### src/rtl/code_rx.sv
// code_rx -- serial receiver for 6-bit code words.
//
// Frame: start bit (0), 6 data bits LSB first, stop bit (1), CLKS_PER_BIT
// clocks per bit. The line is double-flopped (rx_s) before use. After the
// falling edge is seen in IDLE (cycle t0), the start bit is confirmed at t0+H,
// data bit k is sampled at t0+H+(k+1)*C and the stop bit at t0+H+7*C.
//
// Ports:
//   clk        clock, rising edge
//   rst        synchronous, active-high reset
//   rx_in      asynchronous serial line, idle high
//   data_out   last correctly framed word (registered)
//   data_valid one-cycle pulse: data_out just loaded
//   frame_err  one-cycle pulse: frame ended with a 0 stop bit
//   busy       receiver is not in IDLE
module code_rx #(
   parameter int CLKS_PER_BIT = 4
) (
   input  logic       clk,
   input  logic       rst,
   input  logic       rx_in,
   output logic [5:0] data_out,
   output logic       data_valid,
   output logic       frame_err,
   output logic       busy
);

   localparam int H  = CLKS_PER_BIT / 2;
   localparam int CW = $clog2(CLKS_PER_BIT);

   // Down-counter reload values: the sample point is the cycle the counter is 0.
   localparam logic [CW-1:0] H_RELOAD = CW'(H - 1);
   localparam logic [CW-1:0] C_RELOAD = CW'(CLKS_PER_BIT - 1);
   localparam logic [CW-1:0] CNT_ONE  = CW'(1);

   localparam logic [1:0] S_IDLE  = 2'd0;
   localparam logic [1:0] S_START = 2'd1;
   localparam logic [1:0] S_DATA  = 2'd2;
   localparam logic [1:0] S_STOP  = 2'd3;

   logic          sync1;
   logic          rx_s;
   logic [1:0]    state;
   logic [CW-1:0] cnt;
   logic [2:0]    bit_idx;
   logic [5:0]    shreg;
   // Set after a framing error so a line stuck low cannot re-trigger a frame;
   // cleared once the line is seen high again in IDLE.
   logic          wait_high;

   assign busy = (state != S_IDLE);

   always_ff @(posedge clk) begin
      if (rst) begin
         sync1      <= 1'b1;
         rx_s       <= 1'b1;
         state      <= S_IDLE;
         cnt        <= '0;
         bit_idx    <= '0;
         shreg      <= '0;
         wait_high  <= 1'b0;
         data_out   <= '0;
         data_valid <= 1'b0;
         frame_err  <= 1'b0;
      end else begin
         sync1      <= rx_in;
         rx_s       <= sync1;
         data_valid <= 1'b0;
         frame_err  <= 1'b0;

         case (state)
            S_IDLE: begin
               if (wait_high) begin
                  if (rx_s) wait_high <= 1'b0;
               end else if (!rx_s) begin
                  state <= S_START;
                  cnt   <= H_RELOAD;
               end
            end

            S_START: begin
               if (cnt == '0) begin
                  if (!rx_s) begin
                     state   <= S_DATA;
                     cnt     <= C_RELOAD;
                     bit_idx <= '0;
                  end else begin
                     // Line went back high before mid-start-bit: glitch.
                     state <= S_IDLE;
                  end
               end else begin
                  cnt <= cnt - CNT_ONE;
               end
            end

            S_DATA: begin
               if (cnt == '0) begin
                  shreg[bit_idx] <= rx_s;
                  cnt            <= C_RELOAD;
                  if (bit_idx == 3'd5) state <= S_STOP;
                  else                 bit_idx <= bit_idx + 3'd1;
               end else begin
                  cnt <= cnt - CNT_ONE;
               end
            end

            S_STOP: begin
               if (cnt == '0) begin
                  state <= S_IDLE;
                  if (rx_s) begin
                     data_out   <= shreg;
                     data_valid <= 1'b1;
                  end else begin
                     frame_err <= 1'b1;
                     wait_high <= 1'b1;
                  end
               end else begin
                  cnt <= cnt - CNT_ONE;
               end
            end

            default: state <= S_IDLE;
         endcase
      end
   end

endmodule

### config.mk
export PLATFORM = sky130hd
export DESIGN_NAME = code_rx
export DESIGN_NICKNAME = d
export VERILOG_FILES = /design/src/rtl/code_rx.sv
export SDC_FILE = /design/constraint.sdc
export NUM_CORES = 1
export LEC_CHECK = 0
export CORE_ASPECT_RATIO = 1.1
export CORE_MARGIN = 2
export CORE_UTILIZATION = 40
export DETAILED_ROUTE_END_ITERATION = 16
export GPL_TIMING_DRIVEN = 0
export PLACE_DENSITY = 0.6
export SLEW_MARGIN = 20
export SYNTH_ARGS = -nofsm -noshare
export SYNTH_HDL_FRONTEND = slang
export SYNTH_SLANG_ARGS = --single-unit
export TNS_END_PERCENT = 50
### constraint.sdc
create_clock -name clk -period 4.25 [get_ports clk]
set_input_delay 1.275 -clock clk [delete_from_list [all_inputs] [get_ports clk]]
set_output_delay 1.275 -clock clk [all_outputs]
set_load 0.005 [all_outputs]
==> results of run 1 <==
==> area by class of cell <==
class,instances,area share
clock buffers,3,0.0165
well taps,33,0.0302
multi-input cells,93,0.464
clock inverters,1,0.0220
inverters,8,0.0220
flip-flops and latches,24,0.352
plain buffers,4,0.0128
repair buffers,11,0.0806
==> layer usage <==
metal | vias to the layer above | global-route usage
met5 | - | 0
met4 | 0 | 0.0627
met3 | 2 | 0.0235
met2 | 7 | 0.255
met1 | 429 | 0.165
li1 | 481 | -
==> through the flow <==
step           power [mW]  cell area, µm²  std cells
4_1_cts             0.464            1370        177
6_report            0.459            1370        177
2_1_floorplan       0.279            1160        129
5_1_grt             0.480            1370        177
3_5_place_dp        0.297            1310        173
3_3_place_gp        0.295            1310        173
==> worst max-delay path, stage by stage, from the launching register on <==
cell and delay (ps):
dfxtp_1 420, inv_1 150, ha_1 270, inv_1 80, clkdlybuf4s50_1 510
==> power groups by stage <==
stage / logic [mW] / clock network, mW / registers [mW]
after detailed placement: 0.0592 / 0 / 0.237
after global routing: 0.0668 / 0.180 / 0.233
after CTS: 0.0594 / 0.172 / 0.232
final: 0.0586 / 0.168 / 0.232
after floorplan: 0.0424 / 0 / 0.237
after global placement: 0.0578 / 0 / 0.237
==> sequential cells by signal, summed over array words and instances (netlist names), 2 cells and up, named ones only <==
signal / count
bit_idx: 3
shreg: 6
data_out: 6
cnt: 2
==> path summary, 6_finish.rpt <==
check / slack (ps) / to / cells past startpoint / start
max: 1240 / busy / 4 / state[0]
min: 430 / rx_s / 1 / sync1
max reg2reg: 2270 / cnt[0] / 6 / state[0]
min reg2reg: 430 / rx_s / 1 / sync1
==> cell usage after synthesis, types with 3 or more instances <==
| library cell | count | area, µm² |
|---|---|---|
| nand2_1 | 6 | 22.5 |
| a21oi_1 | 8 | 40.0 |
| o21ai_0 | 9 | 45.0 |
| nor2_1 | 17 | 63.8 |
| ha_1 | 11 | 138 |
| nor3_1 | 5 | 25.0 |
| or2_2 | 3 | 18.8 |
| dfxtp_1 | 24 | 480 |
| inv_1 | 8 | 30.0 |
| mux2i_1 | 9 | 90.1 |
==> logic make-up after synthesis <==
family	after synthesis	share of synthesized area
DFF	24	0.413
muxes	9	0.0775
adders and majority gates	11	0.118
and+or+nand+nor	43	0.184
buffers and inverters	12	0.0409
AOI/OAI and AO/OA	30	0.166
==> out/results.ini, run 1 <==
[synthesis]
ys_seq_area_frac=0.413
syn-cell-area_um2=1160
ys_warn_count=0
async_reset_ff_frac=0
synth-edff-count=0
ys_ff_latch=24
ys.flop_type=dfxtp_1
synth_cell_type_count=32
avgSynthCellArea_um2=9.01
synth_cells=129
syn_nets=143

[final_layout]
regArea_um2=480
final_cell_mix=dfxtp_1, nor2_1, ha_1, clkdlybuf4s50_1
multiInputGateArea_um2=634
layout_commonest_cell=dfxtp_1
fin_util=0.492
final_nets=159
fill_cells=279
syn2layout_area_growth_pct=17.5
insertedDiodeCount=0
drive_gt1_frac=0.0694

[critical_path]
path_class=reg2out
cp_max_fo=7
cp-start-kind=flip-flop
cp.required_ps=2970
arrival_ps=1740
critPathCaptureType=primary output

[pwr]
power_frac_seq=0.507
powerDensity_nw_per_um2=336
p_int_mw=0.349
clockPowerShare=0.366
power.share.combinational=0.128
power.switching_mw=0.110
swShare=0.239
p_leak_nw=0.562
max-vdd-ir-drop_mv=0.181

[flow_run]
cap_violations=0

[cts]
cts_max_path_buffers=2
cts_tree=done
post_cts_resized=0
clk_pin_slew_ps=140
cts_buffers=3
clockRootBuffer=clkbuf_4
hold_buffers=0
cts.sinks=24
cts_htree_levels=1
cts_setup_buffers=0
clk_latency_ps=310

[sta]
layout_setup_ws_ps=1240
period_needed_ps=3010
finalSetupTns_ps=0
setup_viol=0
worstMarginPinSlew_ps=550
hold_violations=0
fmax_mhz=332
fin_crit_sh=0.709
slew_headroom=0.633
holdWs_ps=429
slew_viol_final=0
rsz0062_at_grt=false
clock_skew_ps=4.71

[floorplanning]
num_rows=20
ios=12
die_w_um=55.4
dieHeight_um=60.5
coreArea_um2=2780
floorplan.initialDensity=0.418
dieArea_um2=3350

[routing]
highest_layer=met4
ant_nets=0
drt_pass1_iterations=4
drt_iter0_drc=20
drt-met1-wl_um=1040
dr_wl_met3_um=51
drc=0
wl_met2_um=1080
vias_per_cell=5.19
wirelength_um=2190
post_drt_wl_per_cell_um=12.4
via_count=919

[global_routing]
grt_pass1_vias=848
grt_use_total=0.140
grt_pass1_wl_um=3690
grt_remaining_overflow=0
antenna_found_initial=0
grt_max_degree=15

[place]
post-place-ws_ps=1600
dpl.hpwl_um=1620
gp_congestion=0.781
port_buffers=11

[status]
status=finished clean

[worst_hold_path]
hp-class=reg2reg

Power figures use the tool's default switching activity.
==> run 2: changes to the inputs <==
==> constraint.sdc (replaced) <==
create_clock -name clk -period 3.2 [get_ports clk]
set_input_delay 0.96 -clock clk [delete_from_list [all_inputs] [get_ports clk]]
set_output_delay 0.96 -clock clk [all_outputs]
set_load 0.005 [all_outputs]
==> results of run 2 <==
Same layout as run 1 (identical final DEF). Status: finished clean.
Among the figures that moved: setup slack after placement 1600 ps -> 868 ps; setup slack after layout 1240 ps -> 501 ps; register-to-register setup slack 2270 ps -> 1220 ps; total power 0.459 mW -> 0.609 mW; worst IR drop on VDD 0.181 mV -> 0.240 mV
